`src/rtl/prio_arb_tree.sv`:
```
// Registered N-input priority arbiter: a heap-ordered tree of 2:1 compare
// cells picks the requester with the smallest priority value, lowest index on ties.
module prio_arb_tree #(
    parameter int N         = 8,
    parameter int PRIO_BITS = 3,
    localparam int SEL_W    = (N > 1) ? $clog2(N) : 1
) (
    input  logic                   clk_i,
    input  logic                   rst_ni,
    input  logic [N-1:0]           req_i,
    input  logic [N*PRIO_BITS-1:0] prio_i,
    output logic                   req_o,
    output logic [SEL_W-1:0]       sel_o,
    output logic [PRIO_BITS-1:0]   prio_o
);
    localparam int LVLS  = (N > 1) ? $clog2(N) : 0;
    localparam int P     = 1 << LVLS;
    localparam int NODES = 2 * P - 1;

    // Node 0 is the root, nodes P-1..2P-2 are leaves; children of i are 2i+1 (a) and 2i+2 (b).
    logic [NODES-1:0]                nreq;
    logic [NODES-1:0][SEL_W-1:0]     nsel;
    logic [NODES-1:0][PRIO_BITS-1:0] nprio;

    for (genvar k = 0; k < P; k++) begin : g_leaf
        if (k < N) begin : g_real
            assign nreq[P-1+k]  = req_i[k];
            assign nprio[P-1+k] = prio_i[k*PRIO_BITS +: PRIO_BITS];
        end else begin : g_pad
            assign nreq[P-1+k]  = 1'b0;
            assign nprio[P-1+k] = '0;
        end
        assign nsel[P-1+k] = SEL_W'(k);
    end

    for (genvar i = 0; i < P - 1; i++) begin : g_cell
        logic pick_b;
        assign pick_b   = nreq[2*i+2] & (~nreq[2*i+1] | (nprio[2*i+2] < nprio[2*i+1]));
        assign nreq[i]  = nreq[2*i+1] | nreq[2*i+2];
        assign nsel[i]  = pick_b ? nsel[2*i+2]  : nsel[2*i+1];
        assign nprio[i] = pick_b ? nprio[2*i+2] : nprio[2*i+1];
    end

    // Idle cycles report zero rather than whatever leaf 0 happens to carry.
    logic [SEL_W-1:0]     root_sel;
    logic [PRIO_BITS-1:0] root_prio;
    assign root_sel  = nreq[0] ? nsel[0]  : '0;
    assign root_prio = nreq[0] ? nprio[0] : '0;

    always_ff @(posedge clk_i or negedge rst_ni) begin
        if (!rst_ni) begin
            req_o  <= 1'b0;
            sel_o  <= '0;
            prio_o <= '0;
        end else begin
            req_o  <= nreq[0];
            sel_o  <= root_sel;
            prio_o <= root_prio;
        end
    end
endmodule

```
`config.mk`:
```
export PLATFORM = sky130hd
export DESIGN_NAME = prio_arb_tree
export DESIGN_NICKNAME = d
export VERILOG_FILES = /design/src/rtl/prio_arb_tree.sv
export SDC_FILE = /design/constraint.sdc
export NUM_CORES = 1
export LEC_CHECK = 0
export CAP_MARGIN = 20
export CORE_MARGIN = 2
export CORE_UTILIZATION = 49
export CTS_CLUSTER_SIZE = 25
export DETAILED_ROUTE_END_ITERATION = 10
export PLACE_DENSITY = 0.85
export SLEW_MARGIN = 20
export SYNTH_ARGS = -nofsm -noshare
export SYNTH_HDL_FRONTEND = slang
export SYNTH_SLANG_ARGS = --single-unit
```
`constraint.sdc`:
```
create_clock -name clk_i -period 0.8 [get_ports clk_i]
set_input_delay 0.16 -clock clk_i [delete_from_list [all_inputs] [get_ports clk_i]]
set_output_delay 0.16 -clock clk_i [all_outputs]
set_load 0.005 [all_outputs]
```
==> results of run 1 <==
synth_stat cells (all sizes together) (3+ instances only):
library cell | count | area (sq um)
inv | 22 | 82.6
o21ai | 18 | 93.8
nor2 | 16 | 60.1
ha | 13 | 163
nand2 | 12 | 45.0
dfrtp | 7 | 175
mux2i | 7 | 70.1
a21oi | 5 | 25.0
nand3 | 4 | 20.0
nor3 | 3 | 20.0
o21a | 3 | 22.5
or3 | 3 | 18.8
per-stage QoR:
stage / hold slack, ns / instances / setup slack, ns / setup TNS, ns / utilization
after detailed placement: 0.435 / 281 / -3.67 / -23.60 / 0.969
after global placement: 0.422 / 281 / -3.20 / -20.81 / 0.969
after floorplan: -0.136 / 155 / -2.56 / -14.93 / -
logic make-up after synthesis:
logic type,share of synthesized area
AO/OA/AOI/OAI,0.360
adder cells (fa/ha/maj),0.136
flip-flops,0.146
buffers and inverters,0.0690
AND/OR/NAND/NOR,0.230
multiplexers,0.0586
==> out/qor_table.md, run 1 <==
| Result | Reported |
|---|---|
| Detailed placer's ending HPWL | 4540 microns |
| Area of the mapped netlist | 1200 sq um |
| EDFF count, synth | 0 |
| Clock Sink Count | 7 |
| TritonCTS buffer count | 3 |
| Post-Syn Nets | 202 |
| Average size of a mapped cell | 7.72 sq um |
| Number of placement rows | 17 |
| Starting Density | 0.531 |
| Number of buffers inserted by post-CTS setup repair | 24 |
| Quantity of hold-fixing buffers added after cts | 0 |
| Register bit total from synthesis | 7 |
| Most used flip-flop cell after synthesis | sky130_fd_sc_hd__dfrtp_1 |
| Count of input and output buffers | 40 |
| Error | [ERROR DPL-0038] Utilization greater than 100%, impossible to legalize |
| Placer congestion estimate | 1.03 |
| Total number of yosys warnings | 0 |
| Count of instances resized after the clock tree is built | 160 |
| Overall die width | 53.4 microns |
| Die Ht | 53.4 microns |
| Outcome | did not finish |
| Number of top-level pins | 41 |
| Standard cell area after detailed placement | 2180 sq um |
| Sequential-to-total area share from yosys stat | 0.146 |
| Number of library cell types mapped by synthesis | 46 |
| CTS HTree Levels | 1 |
| Root Buffer | sky130_fd_sc_hd__clkbuf_4 |
| Cell count after synthesis | 155 |
| Last flow stage reached | clock tree synthesis (4_1_cts) |
| Maximum clock path buffer count | 2 |
| Share of synthesized registers carrying an async set or reset | 1.00 |
==> run 2: changes to the inputs <==
--- a/config.mk
+++ b/config.mk
@@ -6,11 +6,10 @@
 export NUM_CORES = 1
 export LEC_CHECK = 0
 export CAP_MARGIN = 20
-export CORE_MARGIN = 2
-export CORE_UTILIZATION = 49
-export CTS_CLUSTER_SIZE = 25
+export CORE_AREA = 2 2 63 65
 export DETAILED_ROUTE_END_ITERATION = 10
-export PLACE_DENSITY = 0.85
+export DIE_AREA = 0 0 65 67
+export PLACE_DENSITY_LB_ADDON = 0.15
 export SLEW_MARGIN = 20
 export SYNTH_ARGS = -nofsm -noshare
 export SYNTH_HDL_FRONTEND = slang
==> run 2 against run 1 <==
The flow now finishes, with violations (negative setup slack); area after synthesis unchanged; synthesized cell count stayed put.
==> out/qor_table.md, run 2 <==
| Result | Reported | Change |
|---|---|---|
| Outcome | complete, but fails checks |  |
| Failing checks | negative setup slack |  |
| Most repeated library cell on the critical path | sky130_fd_sc_hd__buf_4 |  |
| Share of power burned in registers | 0.118 |  |
| Static Leak | 1.41 nW |  |
| Fillcell total | 190 |  |
| Starting Density | 0.332 | -0.199 |
| Least-Margin Pin Slew | 0.580 ns |  |
| Global-route wire length before repair | 8610 microns |  |
| Biggest regs | prio_o: 3 flops, sel_o: 3 flops, req_o: 1 flops |  |
| Fraction of power spent switching nets | 0.374 |  |
| Detailed placer's ending HPWL | 3270 microns | -28% |
| Kind of critical path | in -> reg |  |
| Sequential-to-total area share from yosys stat | 0.146 | unchanged |
| Share of cells above drive strength 1 | 0.726 |  |
| Die area | 4360 sq um |  |
| Placer congestion estimate | 0.851 | -17% |
| Max incr delay on CP | 0.30 ns |  |
| Via count of the first global-routing pass | 1969 |  |
| Core area | 3610 sq um |  |
| Share of synthesized registers carrying an async set or reset | 1.00 | unchanged |
| Cell with the largest stage delay on the worst path | sky130_fd_sc_hd__ha_4 |  |
| Critical Path RT | 0.95 ns |  |
| Area of combinational cells with multiple inputs | 1400 sq um |  |
| Count of input and output buffers | 40 | unchanged |
| Largest area contributor in the netlist | sky130_fd_sc_hd__dfrtp_1 |  |
| First-pass DRT Iterations | 4 |  |
| Final worst-path setup slack | -2.74 ns |  |
| EDFF count, synth | 0 | unchanged |
| Largest vdd supply drop | 0.596 mV |  |
| DRT antenna net count | 0 |  |
| Placement-stage worst setup slack | -3.42 ns | +0.245 ns |
| Detail-routed via count per cell | 5.48 |  |
| Average wire length per cell after detail routing | 17.9 microns |  |
| Critical path peak fanout | 3 |  |
| Logic gate share of total power | 0.772 |  |
| Final setup violation count | 14 |  |
| Kind of end point of the critical path | flip-flop |  |
| Number of cells after detailed placement | 302 | +7.5% |
| Leading cell types in the layout, fill and taps excluded | sky130_fd_sc_hd__buf_4 (111), sky130_fd_sc_hd__buf_6 (13), sky130_fd_sc_hd__ha_4 (12) |  |
| Headroom to the max-slew limit | 0.608 |  |
| Area fraction of the dominant cell type after synthesis | 0.146 | unchanged |
| Most used flip-flop cell after synthesis | sky130_fd_sc_hd__dfrtp_1 |  |
| Number of antenna violations at the first check in global routing | 0 |  |
| Overall die width | 65 microns | +22% |
| Final Instance Area | 3030 sq um |  |
| Pwr/cell area | 1500 nW/um^2 |  |
| Peak Freq | 282 MHz |  |
| Area added between synthesis and finish | 153% |  |
| CTS HTree Levels | 1 | unchanged |
| Commonest non-fill, non-tap cell in the layout | sky130_fd_sc_hd__buf_4 |  |
| Number of non-filler instances in the completed layout | 366 |  |
| Portion of the clock cycle consumed by the worst path in the final layout | 4.42 |  |
| Switching power total | 1.70 mW |  |
| Congestion Overflow GR | 0 |  |
| Number of placement rows | 22 | +5 |
| Die Ht | 67 microns | +25% |
| Number of top-level pins | 41 | unchanged |
| Min Tclk post-route | 3.54 ns |  |
| Number of library cell types mapped by synthesis | 46 | unchanged |
| Setup repair after global routing missed its margin | true |  |
| CTS tree | done |  |
| Final Net Count | 366 |  |
| Sequential cell area in the final layout | 175 sq um |  |
| Most area-consuming cells after synthesis | sky130_fd_sc_hd__dfrtp_1 (15%), sky130_fd_sc_hd__ha_1 (14%), sky130_fd_sc_hd__inv_1 (6.9%) |  |
| Crit path cell chain | clkdlybuf4s15_2 -> inv_2 -> ha_4 -> o21ai_2 -> nand3_1 -> and2_4 -> mux2i_4 -> inv_2 -> ha_4 -> a21oi_4 -> buf_4 -> buf_4 -> buf_4 -> buf_4 -> buf_4 -> buf_4 -> buf_4 -> buf_4 -> nor2_1 -> o21bai_1 -> o311ai_0 -> buf_4 -> o311ai_0 -> a2bb2oi_2 |  |
| Largest net degree at the start of global routing | 8 |  |
| Clock Sink Count | 7 | unchanged |
| Hold Violations, Final | 0 |  |
| Antenna diode instance count | 0 |  |
| Standard cell area after detailed placement | 2220 sq um | +1.5% |
| Clock Power Share | 0.110 |  |
| Most common cell in the synthesized netlist | sky130_fd_sc_hd__inv_1 |  |
| Hold Path Class | in -> async |  |
| Quantity of hold-fixing buffers added after cts | 0 | unchanged |
| Vias post-DR | 2007 |  |
| Total number of yosys warnings | 0 | unchanged |
| Maximum clock path buffer count | 2 | unchanged |
| Overall track demand over capacity in global routing | 0.255 |  |
| Register bit total from synthesis | 7 | unchanged |
| Post-synth top cells | sky130_fd_sc_hd__inv_1 (22), sky130_fd_sc_hd__nor2_1 (16), sky130_fd_sc_hd__ha_1 (13) |  |
| Average size of a mapped cell | 7.72 sq um | unchanged |
| Max-cap violations | 0 |  |
| TritonCTS buffer count | 3 | unchanged |
| Initial DRC count | 98 |  |
| Final count of pins violating max slew | 0 |  |
| Setup crit start kind | input port |  |
| Internal power consumption | 2.84 mW |  |
| Root Buffer | sky130_fd_sc_hd__clkbuf_8 |  |
| Routed wire length | 6540 microns |  |
| Post-Syn Nets | 202 | unchanged |
| Remaining DRCs | 0 |  |
| Clock Pin Slew Worst Setup and Hold Paths | 0.04 ns |  |
| Data arrival time at the worst-slack endpoint | 3.69 ns |  |
| Area of the mapped netlist | 1200 sq um | unchanged |
| Cell count after synthesis | 155 | unchanged |
| Design Power | 4.53 mW |  |
[run 2: cell counts after synthesis]
Identical to the previous run, type by type.
[run 2: cell type report]
type                            count  area share
Inverter                           22      0.0322
Timing Repair Buffer              159       0.415
Clock buffer                        4      0.0149
Sequential cell                     7      0.0578
Multi-Input combinational cell    126       0.460
Tap cell                           48      0.0198
[run 2: what timing repair did]
item / in CTS / in global routing
endpoints found under the setup margin: 14 / 14
resized for setup: 154 / 42
setup buffers: 47 / 17
pin swaps: 48 / 36
hold endpoints to repair: 0 / 0
[run 2: through the flow]
| stage | hold WS (ns) | util | setup TNS [ns] |
|---|---|---|---|
| CTS | 0.188 | 0.784 | -15.89 |
| detailed placement | 0.427 | 0.615 | -21.98 |
| floorplan | -0.136 | - | -14.93 |
| global placement | 0.420 | 0.615 | -21.07 |
| global route | 0.210 | 0.840 | -17.89 |
| finish | 0.189 | 0.840 | -16.60 |
[run 2: critical path: cells and delay by family]
kind	cells	cell delay (ns)
buffers and inverters	12	1.53
multiplexers	1	0.26
AND/OR/NAND/NOR	3	0.42
AO/OA/AOI/OAI	6	0.75
adder cells (fa/ha/maj)	2	0.57
[run 2: final timing paths]
| path | startpoint | endpoint | depth (start not counted) |
|---|---|---|---|
| worst max-delay path | prio_i[19] | sel_o[0] | 24 |
| max in group asynchronous | rst_ni | sel_o[0] | 1 |
| min in group clk_i | req_i[5] | req_o | 5 |
| worst min-delay path | rst_ni | prio_o[0] | 1 |
[run 2: logic make-up after synthesis]
group | share of synthesized area
muxes | 0.0586
and+or+nand+nor | 0.230
AOI/OAI and AO/OA | 0.360
buffers and inverters | 0.0690
adders and majority gates | 0.136
DFF | 0.146
[run 2: power groups by stage]
stage | logic [mW] | registers (mW) | clock network [mW]
global route | 3.69 | 0.547 | 0.525
detailed placement | 2.29 | 0.543 | 0
global placement | 2.21 | 0.536 | 0
finish | 3.50 | 0.534 | 0.500
floorplan | 1.09 | 0.563 | 0
CTS | 2.96 | 0.532 | 0.493
[run 2: layer usage]
layer	global-route usage	wire length, microns	up-vias
met1	0.263	2330	961
li1	-	-	912
met4	0.0957	290	0
met2	0.526	3540	101
met5	0	0	-
met3	0.0169	383	33
Note: power is estimated with default switching activity, not from simulation.
==> run 3: changes to the inputs <==
--- a/config.mk
+++ b/config.mk
@@ -9,7 +9,6 @@
 export CORE_AREA = 2 2 63 65
 export DETAILED_ROUTE_END_ITERATION = 10
 export DIE_AREA = 0 0 65 67
-export PLACE_DENSITY_LB_ADDON = 0.15
 export SLEW_MARGIN = 20
 export SYNTH_ARGS = -nofsm -noshare
 export SYNTH_HDL_FRONTEND = slang
==> run 3 against run 2 <==
The flow still finishes with violations (negative setup slack); clock power is 1% lower; core utilization is 3.5 points lower; critical path depth is 1 lower; total power is 6.8% lower; count of clock-buffer cells in the layout stayed put; maximum frequency is 0.23% higher; critical path type unchanged; critical endpoint is now prio_o[2].
==> out/qor_table.md, run 3 (same netlist as run 2, synthesis figures left out) <==
| Result | Reported | Change |
|---|---|---|
| Outcome | complete, but fails checks |  |
| Failing checks | negative setup slack |  |
| Hold Violations, Final | 0 | unchanged |
| Data arrival time at the worst-slack endpoint | 3.69 ns | about the same |
| End-of-flow core utilization | 0.806 | -0.0347 |
| Critical path peak fanout | 4 | +1 |
| Starting Density | 0.332 | unchanged |
| Standard cell area after detailed placement | 2200 sq um | -0.68% |
| Placer congestion estimate | 0.836 | -1.8% |
| Largest vdd supply drop | 0.642 mV | +7.7% |
| Least-Margin Pin Slew | 0.424 ns | -0.156 ns |
| Detail-routed via count per cell | 5.24 | -4.5% |
| Setup crit start kind | input port |  |
| Final count of pins violating max slew | 0 | unchanged |
| Clock Sink Count | 7 | unchanged |
| Vias post-DR | 1864 | -7.1% |
| Largest net degree at the start of global routing | 8 | unchanged |
| Clock Pin Slew Worst Setup and Hold Paths | 0.04 ns | about the same |
| Min Tclk post-route | 3.53 ns | -0.00801 ns |
| Die area | 4360 sq um | unchanged |
| Number of antenna violations at the first check in global routing | 0 | unchanged |
| Via count of the first global-routing pass | 1773 | -10% |
| Detailed placer's ending HPWL | 3320 microns | +1.5% |
| Routed wire length | 5750 microns | -12% |
| Global-route wire length before repair | 7490 microns | -13% |
| Leading cell types in the layout, fill and taps excluded | sky130_fd_sc_hd__buf_4 (97), sky130_fd_sc_hd__buf_6 (17), sky130_fd_sc_hd__inv_1 (13) |  |
| Share of cells above drive strength 1 | 0.692 | -0.0349 |
| Fillcell total | 213 | +12% |
| Core area | 3610 sq um | unchanged |
| Kind of end point of the critical path | flip-flop |  |
| CTS tree | done |  |
| Antenna diode instance count | 0 | unchanged |
| Hold Path Class | in -> async |  |
| Average wire length per cell after detail routing | 16.1 microns | -9.7% |
| Design Power | 4.22 mW | -6.8% |
| Final Instance Area | 2910 sq um | -4.1% |
| TritonCTS buffer count | 3 | unchanged |
| Setup repair after global routing missed its margin | true |  |
| CTS HTree Levels | 1 | unchanged |
| Placement-stage worst setup slack | -3.45 ns | -0.0245 ns |
| DRT antenna net count | 0 | unchanged |
| Root Buffer | sky130_fd_sc_hd__clkbuf_8 |  |
| Die Ht | 67 microns | unchanged |
| First-pass DRT Iterations | 4 | unchanged |
| Biggest regs | prio_o: 3 flops, sel_o: 3 flops, req_o: 1 flops |  |
| Overall track demand over capacity in global routing | 0.220 | -0.0347 |
| Portion of the clock cycle consumed by the worst path in the final layout | 4.41 | -0.0100 |
| Number of top-level pins | 41 | unchanged |
| Area added between synthesis and finish | 143% |  |
| Critical Path RT | 0.96 ns | about the same |
| Pwr/cell area | 1450 nW/um^2 | -2.8% |
| Overall die width | 65 microns | unchanged |
| Number of placement rows | 22 | unchanged |
| Max-cap violations | 0 | unchanged |
| Sequential cell area in the final layout | 175 sq um | unchanged |
| Static Leak | 1.37 nW | -3.0% |
| Initial DRC count | 94 | -4.1% |
| Headroom to the max-slew limit | 0.714 | +0.105 |
| Final setup violation count | 14 | unchanged |
| Worst Hold Margin | 0.183 ns | -0.00668 ns |
| Remaining DRCs | 0 | unchanged |
| Area of combinational cells with multiple inputs | 1350 sq um | -3.6% |
| Maximum clock path buffer count | 2 | unchanged |
| Count of input and output buffers | 40 | unchanged |
| Peak Freq | 283 MHz | +0.23% |
| Congestion Overflow GR | 0 | unchanged |
| Final worst-path setup slack | -2.73 ns | +0.00801 ns |
| Kind of critical path | in -> reg |  |
| Commonest non-fill, non-tap cell in the layout | sky130_fd_sc_hd__buf_4 |  |
| Final Net Count | 356 | -2.7% |
-- run 3: changes by cell type in the layout (fill, tap and decap cells not counted), moves of 4 or more --
cell	previous run	this run
sky130_fd_sc_hd__buf_6	13	17
sky130_fd_sc_hd__inv_2	10	6
sky130_fd_sc_hd__clkbuf_2	7	12
sky130_fd_sc_hd__buf_4	111	97
sky130_fd_sc_hd__clkdlybuf4s15_2	4	0
-- run 3: through the flow --
| stage | setup TNS, ns | cells |
|---|---|---|
| 2_1_floorplan | -14.93 | 155 |
| 3_3_place_gp | -21.24 | 300 |
| 3_5_place_dp | -22.24 | 300 |
| 4_1_cts | -16.22 | 338 |
| 5_1_grt | -18.53 | 356 |
| 6_report | -17.32 | 356 |
-- run 3: cell type report --
class	count	area share
Clock buffer	4	0.0155
Inverter	22	0.0345
Multi-Input combinational cell	126	0.463
Sequential cell	7	0.0603
Tap cell	48	0.0207
Timing Repair Buffer	149	0.406
-- run 3: timing repair --
item / CTS / global route
gates cloned: 0 / 0
hold buffers: 0 / 0
setup buffers: 34 / 19
setup endpoints to repair: 14 / 14
resized for setup: 129 / 60
pin swaps: 36 / 38
-- run 3: report_power, final --
group	total (mW)	switching [mW]	leakage (nW)	internal, mW
registers	0.525	0.0270	0.0805	0.498
logic	3.20	1.40	1.26	1.80
clock network	0.495	0.151	0.0228	0.344
total	4.22	1.58	1.37	2.64
-- run 3: final timing paths --
check	startpoint	end	slack, ns
max	prio_i[8]	prio_o[2]	-2.73
min	rst_ni	prio_o[2]	0.18
max in group asynchronous	rst_ni	sel_o[0]	0.39
min in group clk_i	req_i[6]	req_o	0.50
-- run 3: worst max-delay path, stage by stage --
cell and delay, ns:
sky130_fd_sc_hd__buf_6 0.10, sky130_fd_sc_hd__inv_4 0.05, sky130_fd_sc_hd__ha_4 0.20, sky130_fd_sc_hd__o21ai_4 0.17, sky130_fd_sc_hd__nand2_2 0.10, sky130_fd_sc_hd__nand2_4 0.11
sky130_fd_sc_hd__nor2_4 0.04, sky130_fd_sc_hd__a21oi_4 0.13, sky130_fd_sc_hd__inv_2 0.06, sky130_fd_sc_hd__ha_4 0.16, sky130_fd_sc_hd__or3_4 0.34, sky130_fd_sc_hd__o22ai_4 0.15
sky130_fd_sc_hd__o21ai_2 0.10, sky130_fd_sc_hd__a21oi_2 0.18, sky130_fd_sc_hd__mux2i_1 0.28, sky130_fd_sc_hd__inv_1 0.12, sky130_fd_sc_hd__ha_4 0.19, sky130_fd_sc_hd__nor2_4 0.08
sky130_fd_sc_hd__nand2_2 0.08, sky130_fd_sc_hd__nor4_4 0.40, sky130_fd_sc_hd__buf_4 0.21, sky130_fd_sc_hd__or3_4 0.12, sky130_fd_sc_hd__a32o_1 0.17
-- run 3: per-layer routing --
layer | up-vias | routed length, microns | track usage
met1 | 899 | 2290 | 0.235
met5 | - | 0 | 0
li1 | 883 | - | -
met3 | 19 | 193 | 0.0135
met4 | 0 | 156 | 0.0745
met2 | 63 | 3110 | 0.450
==> run 4: changes to the inputs <==
--- a/config.mk
+++ b/config.mk
@@ -7,6 +7,7 @@
 export LEC_CHECK = 0
 export CAP_MARGIN = 20
 export CORE_AREA = 2 2 63 65
+export CTS_BUF_LIST = sky130_fd_sc_hd__clkbuf_2 sky130_fd_sc_hd__clkbuf_4 sky130_fd_sc_hd__clkbuf_8
 export DETAILED_ROUTE_END_ITERATION = 10
 export DIE_AREA = 0 0 65 67
 export SLEW_MARGIN = 20
==> run 4 against run 3 <==
The flow still finishes with violations (negative setup slack); maximum frequency shrank 1.2%; die area unchanged; core utilization increased by 0.10 points; non-clock buffer count stayed put; sequential power about the same.
==> out/qor_table.md, run 4 (same netlist as run 2, synthesis figures left out) <==
| Result | Reported | Change |
|---|---|---|
| Outcome | complete, but fails checks |  |
| Failing checks | negative setup slack |  |
| Number of antenna violations at the first check in global routing | 0 | unchanged |
| Peak Freq | 280 MHz | -1.2% |
| Largest vdd supply drop | 0.630 mV | -1.8% |
| Static Leak | 1.37 nW | +0.25% |
| Clock Sink Count | 7 | unchanged |
| Pwr/cell area | 1460 nW/um^2 | +0.61% |
| Min Tclk post-route | 3.58 ns | +0.0437 ns |
| Share of power burned in registers | 0.124 | about the same |
| Hold Violations, Final | 0 | unchanged |
| Share of cells above drive strength 1 | 0.695 | +0.00325 |
| Kind of end point of the critical path | flip-flop |  |
| Placer congestion estimate | 0.836 | unchanged |
| Die area | 4360 sq um | unchanged |
| Detail-routed via count per cell | 5.24 | about the same |
| Global-route wire length before repair | 7490 microns | unchanged |
| Final Net Count | 356 | unchanged |
| Die Ht | 67 microns | unchanged |
| Design Power | 4.25 mW | +0.74% |
| Clock Power Share | 0.123 | +0.006 |
| Setup crit start kind | input port |  |
| Portion of the clock cycle consumed by the worst path in the final layout | 4.47 | +0.0546 |
| Number of placement rows | 22 | unchanged |
| Root Buffer | sky130_fd_sc_hd__clkbuf_8 |  |
| Critical Path RT | 0.96 ns | about the same |
| Biggest regs | prio_o: 3 flops, sel_o: 3 flops, req_o: 1 flops |  |
| Switching power total | 1.57 mW | -0.38% |
| Leading cell types in the layout, fill and taps excluded | sky130_fd_sc_hd__buf_4 (97), sky130_fd_sc_hd__buf_6 (17), sky130_fd_sc_hd__inv_1 (13) |  |
| Final count of pins violating max slew | 0 | unchanged |
| Overall die width | 65 microns | unchanged |
| Setup repair after global routing missed its margin | true |  |
| End-of-flow core utilization | 0.807 | +0.00104 |
| Critical path peak fanout | 4 | unchanged |
| Hold Path Class | in -> async |  |
| Final setup violation count | 14 | unchanged |
| Starting Density | 0.332 | unchanged |
| Initial DRC count | 100 | +6.4% |
| Least-Margin Pin Slew | 0.406 ns | -0.0178 ns |
| CTS tree | done |  |
| Area added between synthesis and finish | 143% |  |
| Data arrival time at the worst-slack endpoint | 3.74 ns | +0.05 ns |
| Number of cells after detailed placement | 300 | unchanged |
| Number of top-level pins | 41 | unchanged |
| Kind of critical path | in -> reg |  |
| Logic gate share of total power | 0.754 | -0.004 |
| Final worst-path setup slack | -2.78 ns | -0.0437 ns |
| Maximum clock path buffer count | 2 | unchanged |
| Headroom to the max-slew limit | 0.726 | +0.0120 |
| Fraction of power spent switching nets | 0.370 | -0.00416 |
| Core area | 3610 sq um | unchanged |
| Placement-stage worst setup slack | -3.45 ns | unchanged |
| Max-cap violations | 0 | unchanged |
| Worst Hold Margin | 0.189 ns | +0.00611 ns |
| Overall track demand over capacity in global routing | 0.220 | unchanged |
| CTS HTree Levels | 1 | unchanged |
| Detailed placer's ending HPWL | 3320 microns | unchanged |
| DRT antenna net count | 0 | unchanged |
| Number of non-filler instances in the completed layout | 356 | unchanged |
| Remaining DRCs | 0 | unchanged |
| Via count of the first global-routing pass | 1773 | unchanged |
| Vias post-DR | 1865 | +0.054% |
| Average wire length per cell after detail routing | 16.6 microns | +2.8% |
| First-pass DRT Iterations | 4 | unchanged |
| Internal power consumption | 2.68 mW | +1.4% |
| Commonest non-fill, non-tap cell in the layout | sky130_fd_sc_hd__buf_4 |  |
| Congestion Overflow GR | 0 | unchanged |
| TritonCTS buffer count | 3 | unchanged |
| Antenna diode instance count | 0 | unchanged |
| Routed wire length | 5910 microns | +2.8% |
| Largest net degree at the start of global routing | 8 | unchanged |
| Clock Pin Slew Worst Setup and Hold Paths | 0.04 ns | about the same |
| Count of input and output buffers | 40 | unchanged |
==> run 4: cell counts in the layout (fill, tap and decap cells not counted) <==
No cell type changed its count.
==> run 4: timing repair <==
item                                    CTS  global route
endpoints found under the setup margin   14            14
resized for setup                       129            60
buffers inserted                         34            19
pin swaps                                36            38
hold buffers                              0             0
hold endpoints to repair                  0             0
==> run 4: power groups by stage <==
stage          clock network (mW)  registers [mW]  logic, mW
4_1_cts                     0.528           0.528       2.62
6_report                    0.522           0.525       3.20
2_1_floorplan                   0           0.563       1.09
3_3_place_gp                    0           0.538       2.20
3_5_place_dp                    0           0.539       2.27
5_1_grt                     0.566           0.534       3.39
==> run 4: worst max-delay path, stage by stage <==
cell                       delay, ns
sky130_fd_sc_hd__buf_8          0.09
sky130_fd_sc_hd__inv_12         0.03
sky130_fd_sc_hd__ha_4           0.26
sky130_fd_sc_hd__inv_4          0.03
sky130_fd_sc_hd__o211ai_4       0.22
sky130_fd_sc_hd__nand2_4        0.12
sky130_fd_sc_hd__a21oi_4        0.15
sky130_fd_sc_hd__inv_2          0.06
sky130_fd_sc_hd__ha_4           0.16
sky130_fd_sc_hd__or3_4          0.34
sky130_fd_sc_hd__o22ai_4        0.15
sky130_fd_sc_hd__o21ai_2        0.10
sky130_fd_sc_hd__a21oi_2        0.19
sky130_fd_sc_hd__mux2i_1        0.28
sky130_fd_sc_hd__inv_1          0.13
sky130_fd_sc_hd__ha_4           0.19
sky130_fd_sc_hd__nor2_4         0.08
sky130_fd_sc_hd__nand2_2        0.07
sky130_fd_sc_hd__nor4_4         0.41
sky130_fd_sc_hd__buf_4          0.21
sky130_fd_sc_hd__or3_4          0.13
sky130_fd_sc_hd__a32o_1         0.16
==> run 4: layout make-up <==
class	count	area, sq um
Sequential cell	7	175
Fill cell	215	697
Tap cell	48	60.1
Timing Repair Buffer	149	1180
Multi-Input combinational cell	126	1350
Clock buffer	4	48.8
Inverter	22	100
==> run 4: path summary, 6_finish.rpt <==
path | startpoint | endpoint | depth (start not counted)
setup / recovery | prio_i[7] | prio_o[2] | 22
hold / removal | rst_ni | prio_o[2] | 1
max in group asynchronous | rst_ni | sel_o[0] | 1
min in group clk_i | req_i[6] | req_o | 5
==> run 4: layer usage <==
layer | track usage | share of wire
met5 | 0 | 0
met4 | 0.0745 | 0.041
met3 | 0.0135 | 0.031
met2 | 0.450 | 0.54
met1 | 0.235 | 0.39
==> run 4: metrics by stage <==
step | TNS [ns] | cell area, sq um
5_1_grt | -18.70 | 2910
3_5_place_dp | -22.24 | 2200
4_1_cts | -16.22 | 2650
6_report | -17.61 | 2910
3_3_place_gp | -21.24 | 2200
2_1_floorplan | -14.93 | 1310
